<file path="config.mk">
export PLATFORM = sky130hd
export DESIGN_NAME = seq_arith_unit
export DESIGN_NICKNAME = d
export VERILOG_FILES = /design/src/rtl/arith_pkg.sv /design/src/rtl/muldiv_step.sv /design/src/rtl/seq_arith_unit.sv
export SDC_FILE = /design/constraint.sdc
export NUM_CORES = 1
export LEC_CHECK = 0
export ABC_AREA = 1
export CAP_MARGIN = 20
export CELL_PAD_IN_SITES_DETAIL_PLACEMENT = 1
export CELL_PAD_IN_SITES_GLOBAL_PLACEMENT = 1
export CORE_ASPECT_RATIO = 1.4
export CORE_MARGIN = 1.5
export CORE_UTILIZATION = 35
export CTS_BUF_LIST = sky130_fd_sc_hd__clkbuf_16
export DETAILED_ROUTE_END_ITERATION = 10
export PLACE_DENSITY = 0.79
export SKIP_CTS_REPAIR_TIMING = 1
export SYNTH_ARGS = -nofsm -noshare
export SYNTH_HDL_FRONTEND = slang
export SYNTH_SLANG_ARGS = --single-unit
</file>
<file path="constraint.sdc">
create_clock -name clk -period 2.5 [get_ports clk]
set_input_delay 0.25 -clock clk [delete_from_list [all_inputs] [get_ports clk]]
set_output_delay 0.25 -clock clk [all_outputs]
set_load 0.03 [all_outputs]
</file>
<file path="src/rtl/arith_pkg.sv">
// Shared definitions for the sequential arithmetic unit:
// opcode encodings and controller state type.
package arith_pkg;

  localparam logic [1:0] OP_ADD = 2'b00;
  localparam logic [1:0] OP_SUB = 2'b01;
  localparam logic [1:0] OP_MUL = 2'b10;
  localparam logic [1:0] OP_DIV = 2'b11;

  typedef enum logic [1:0] {
    ST_IDLE,
    ST_RUN,
    ST_DONE
  } state_t;

endpackage

</file>
<file path="src/rtl/muldiv_step.sv">
// One combinational iteration of shift-add multiply
// or restoring divide over a 2W-bit accumulator.
module muldiv_step #(
  parameter int W = 4
) (
  input  logic [2*W-1:0] acc,
  input  logic [W-1:0]   operand,
  input  logic           div_mode,
  output logic [2*W-1:0] acc_next
);

  logic [W:0] sum;
  logic [W:0] shl;
  logic [W:0] trial;

  always_comb begin
    sum   = {1'b0, acc[2*W-1:W]}
          + (acc[0] ? {1'b0, operand} : '0);
    shl   = acc[2*W-1:W-1];
    trial = shl - {1'b0, operand};
    acc_next = '0;
    if (div_mode) begin
      // borrow out of the trial subtract means restore
      if (trial[W])
        acc_next = {shl[W-1:0], acc[W-2:0], 1'b0};
      else
        acc_next = {trial[W-1:0], acc[W-2:0], 1'b1};
    end else begin
      acc_next = {sum, acc[W-1:1]};
    end
  end

endmodule

</file>
<file path="src/rtl/seq_arith_unit.sv">
// Multi-cycle add/sub/mul/div unit with start/busy/done
// handshake and a held 2W-bit result plus flag.
module seq_arith_unit
  import arith_pkg::*;
#(
  parameter int W = 4
) (
  input  logic           clk,
  input  logic           rst,
  input  logic           start,
  input  logic [1:0]     sw,
  input  logic [W-1:0]   a,
  input  logic [W-1:0]   b,
  output logic           busy,
  output logic           done,
  output logic [2*W-1:0] f,
  output logic           cout
);

  localparam int CW = $clog2(W + 1);

  state_t         st;
  state_t         st_nxt;
  logic [1:0]     op;
  logic [W-1:0]   opa;
  logic [W-1:0]   opb;
  logic [2*W-1:0] acc;
  logic [2*W-1:0] acc_nxt;
  logic [CW-1:0]  cnt;
  logic [CW-1:0]  n_iter;
  logic           accept;
  logic           last;
  logic           dz;
  logic [W:0]     add_sum;
  logic [W:0]     sub_dif;
  logic [2*W-1:0] res;
  logic           res_c;

  assign accept = start && (st != ST_RUN);
  assign last   = (cnt == CW'(1));
  assign dz     = (op == OP_DIV) && (opb == '0);

  // counter is loaded with the step count and counts down
  assign n_iter =
    (sw == OP_MUL || (sw == OP_DIV && b != '0))
      ? CW'(W) : CW'(1);

  assign add_sum = {1'b0, opa} + {1'b0, opb};
  assign sub_dif = {1'b0, opa} - {1'b0, opb};

  muldiv_step #(.W(W)) u_step (
    .acc      (acc),
    .operand  (opb),
    .div_mode (op == OP_DIV),
    .acc_next (acc_nxt)
  );

  always_comb begin
    res   = '0;
    res_c = 1'b0;
    unique case (op)
      OP_ADD: begin
        res   = {{(W-1){1'b0}}, add_sum};
        res_c = add_sum[W];
      end
      OP_SUB: begin
        res   = {{W{1'b0}}, sub_dif[W-1:0]};
        res_c = sub_dif[W];
      end
      OP_MUL: begin
        res   = acc_nxt;
        res_c = |acc_nxt[2*W-1:W];
      end
      OP_DIV: begin
        if (dz) begin
          res   = {opa, {W{1'b1}}};
          res_c = 1'b1;
        end else begin
          res   = acc_nxt;
        end
      end
    endcase
  end

  always_ff @(posedge clk) begin
    if (rst) st <= ST_IDLE;
    else     st <= st_nxt;
  end

  always_comb begin
    st_nxt = st;
    unique case (st)
      ST_IDLE: if (start) st_nxt = ST_RUN;
      ST_RUN:  if (last)  st_nxt = ST_DONE;
      ST_DONE: st_nxt = start ? ST_RUN : ST_IDLE;
      default: st_nxt = ST_IDLE;
    endcase
  end

  always_comb begin
    busy = (st == ST_RUN);
    done = (st == ST_DONE);
  end

  always_ff @(posedge clk) begin
    if (rst) begin
      op   <= '0;
      opa  <= '0;
      opb  <= '0;
      acc  <= '0;
      cnt  <= '0;
      f    <= '0;
      cout <= 1'b0;
    end else if (accept) begin
      op  <= sw;
      opa <= a;
      opb <= b;
      acc <= {{W{1'b0}}, a};
      cnt <= n_iter;
    end else if (st == ST_RUN) begin
      acc <= acc_nxt;
      cnt <= cnt - CW'(1);
      if (last) begin
        f    <= res;
        cout <= res_c;
      end
    end
  end

endmodule

</file>
==> flow_metrics.py <==
metrics = {
    "job": {
        "maxCapViolCount": 0,
    },
    "global_routing": {
        "grt_pass1_wl_um": 11390,
        "antenna_found_initial": 0,
        "grtUsageTotal_pct": 22.03,
        "grt_max_degree": 17,
        "grt_pass1_vias": 2351,
        "gr-total-overflow": 0,
    },
    "finish": {
        "syn_to_final_growth_pct": 22.76,
        "antenna_cells": 0,
        "drive_gt1_share_pct": 8.480,
        "layout_common_cells": "nand2_1, inv_1, dfxtp_1",
        "fin_util_pct": 44.95,
        "fin_nets": 376,
        "mostFrequentLayoutCell": "nand2_1",
    },
    "clocking": {
        "root_buffer": "clkbuf_16",
        "cts_tree": "done",
        "clockBufferDepth": 2,
        "cts-htree-levels": 2,
        "cts_sinks": 32,
        "insertion_delay_ns": 0.28,
        "cts_buffers": 5,
        "cts.clk_slew.worst_paths_ns": 0.05,
    },
    "sta": {
        "drv_slew": 0,
        "rsz0062_at_grt": "false",
        "slew_headroom_pct": 67.02,
        "worstMarginPinSlew_ns": 0.4928,
        "final_hold_viol_count": 0,
        "min_period_ns": 2.259,
        "clock.fmax_mhz": 442.6,
        "setup_tns_ns": 0,
        "clock_skew_ns": 0.002819,
        "layout_worst_path_cycle_share_pct": 90.37,
        "finalSetupViolCount": 0,
        "holdWs_ns": 0.4730,
    },
    "worst_setup_path": {
        "slowest_delay_ns": 0.37,
        "reg2reg_from": "acc[3]$_SDFFE_PP0P_",
        "worst_path_max_delay_cell": "fa_2",
        "endpoint_kind": "flop",
        "reg2reg_depth": 16,
        "cp.required_ns": 2.68,
        "crit_arrival_ns": 2.44,
        "crit_fanout": 5,
        "crit_chain": "inv_1 > ha_1 > inv_1 > fa_2 > nand3_1 > nand3_2 > nand2_2 > nand2_1 > nand3_1 > nand2_1 > nor2_1 > nand2_1 > nand2_1 > nand4_1 > nand2_1 > inv_1",
        "path_class": "reg -> reg",
        "crit_path_frequent_cell": "nand2_1",
        "r2r-end": "cout$_SDFFE_PP0P_",
        "r2r_slack_ns": 0.24,
        "start_kind": "flop",
    },
    "synthesis": {
        "ys_seq_elements": 32,
        "synth.cell_area_sq_um": 2177,
        "seq_area_frac_synth_pct": 29.43,
        "syn_inst": 312,
        "ys_top_cells_by_area": "dfxtp_1, ha_1, nand2_1, inv_1, o21ai_0",
        "synth_top_area_share_pct": 29.43,
        "yosys.area.top_type": "dfxtp_1",
        "synth_nets": 347,
        "yosysWarningCount": 0,
        "syn_avg_cell_area_sq_um": 6.978,
        "yosysUniqueCellTypes": 34,
    },
    "floorplanning": {
        "die_area_sq_um": 6709,
        "start_util_pct": 36.62,
        "die_h_um": 96.32,
        "chipWidth_um": 69.66,
        "core_sq_um": 5946,
        "rows": 33,
        "num_io_pins": 24,
    },
    "pwr": {
        "vdd_ir_drop_max_mv": 0.4063,
        "power_density_nw_per_um2": 638.9,
        "p_total_uw": 1708,
        "p_leak_uw": 0.001207,
    },
    "drt": {
        "vias_per_cell": 5.350,
        "drt_iter0_markers": 46,
        "dr.pass1.iters": 4,
        "vias": 2204,
        "detail_route.wl_per_cell_um": 16.96,
        "ant_nets": 0,
        "wl_um": 6988,
        "drt_drc_violations_left": 0,
    },
    "placed_design": {
        "io_buffers": 23,
        "gp_congestion": 0.9411,
        "post-dp-hpwl_um": 5562,
    },
    "min_path": {
        "min_from": "f[7]$_SDFFE_PP0P_",
        "hold_depth": 2,
        "hp-class": "reg -> reg",
        "whs_endpoint": "f[7]$_SDFFE_PP0P_",
    },
    "outcome": {
        "status": "complete, no violations",
    },
}
==> layout make-up <==
type / count / area, sq um
fillers: 789 / 3273
repair buffers: 27 / 260.3
inverters: 53 / 203.9
clock inverters: 3 / 38.79
well taps: 70 / 87.58
flip-flops and latches: 32 / 640.6
multi-input cells: 222 / 1316
clock buffers: 5 / 125.1
==> worst max-delay path by stage <==
stage / startpoint / to / slack, ns / cells past startpoint
after floorplan: opb[0]$_SDFFE_PP0P_ / cout$_SDFFE_PP0P_ / 0.54 / 15
after global placement: acc[3]$_SDFFE_PP0P_ / cout$_SDFFE_PP0P_ / 0.25 / 16
after detailed placement: acc[3]$_SDFFE_PP0P_ / cout$_SDFFE_PP0P_ / 0.19 / 16
after CTS: opb[0]$_SDFFE_PP0P_ / cout$_SDFFE_PP0P_ / 0.12 / 15
after global routing: opb[3]$_SDFFE_PP0P_ / cout$_SDFFE_PP0P_ / 0.01 / 14
final: acc[3]$_SDFFE_PP0P_ / cout$_SDFFE_PP0P_ / 0.24 / 16
==> report_power, final <==
part / switching, uW / internal, uW / total (uW) / leakage [uW]
Sequential: 39.3 / 547 / 586 / 0.000262
Combinational: 271 / 158 / 430 / 0.000860
Clock: 228 / 464 / 692 / 0.0000850
Total: 538 / 1170 / 1710 / 0.00121
==> state kept, by name, indices dropped and copies added, names as in the netlist <==
register and flops:
acc 8, cnt 3, opb 4, st 2
cout 1, op 2, f 8, opa 4
==> per-layer routing <==
metal,share of wire (%),track usage [%],vias up
met1,40,23.34,1060
met4,3.6,11.38,0
met2,53,42.15,42
li1,-,-,1082
met3,3.6,3.455,20
met5,0,0,-
==> worst max-delay path, delay by kind of cell (launching register included) <==
kind,cells,cell delay [ns]
buffers and inverters,3,0.21
adders and majority gates,2,0.53
DFF,1,0.31
and+or+nand+nor,11,1.12
==> synth_stat cells <==
library cell and count:
a21oi_1 26, a21oi_2 2, a221oi_1 1, a31oi_1 6, buf_2 1, buf_4 1, clkbuf_1 3, dfxtp_1 32
fa_1 4, ha_1 18, inv_1 50, inv_2 1, inv_4 2, nand2_1 59, nand2_2 2, nand3_1 22
nand3_2 1, nand3b_1 1, nand4_1 2, nor2_1 22, nor2_2 1, nor2_4 4, nor3_1 1, nor3_4 1
o211ai_1 1, o21a_1 2, o21ai_0 31, o21ai_1 3, o221ai_1 1, o22ai_1 5, o41ai_1 1, or2_2 2
xnor2_1 1, xor2_1 2
==> cell families after synthesis <==
logic type      after synthesis  synth area share (%)
simple gates                118                 24.89
compound gates               79                 20.00
buf+inv                      58                 10.46
flops                        32                 29.43
fa+ha+maj                    22                 14.02
xor+xnor                      3                 1.207
==> metrics by stage <==
step | instance area, sq um | setup slack, ns | instances
floorplan | 2177 | 0.5422 | 312
global placement | 2501 | 0.2516 | 404
detailed placement | 2501 | 0.1923 | 404
CTS | 2665 | 0.1230 | 412
global route | 2673 | 0.01450 | 412
finish | 2673 | 0.2407 | 412
Note: power is estimated with default switching activity, not from simulation.
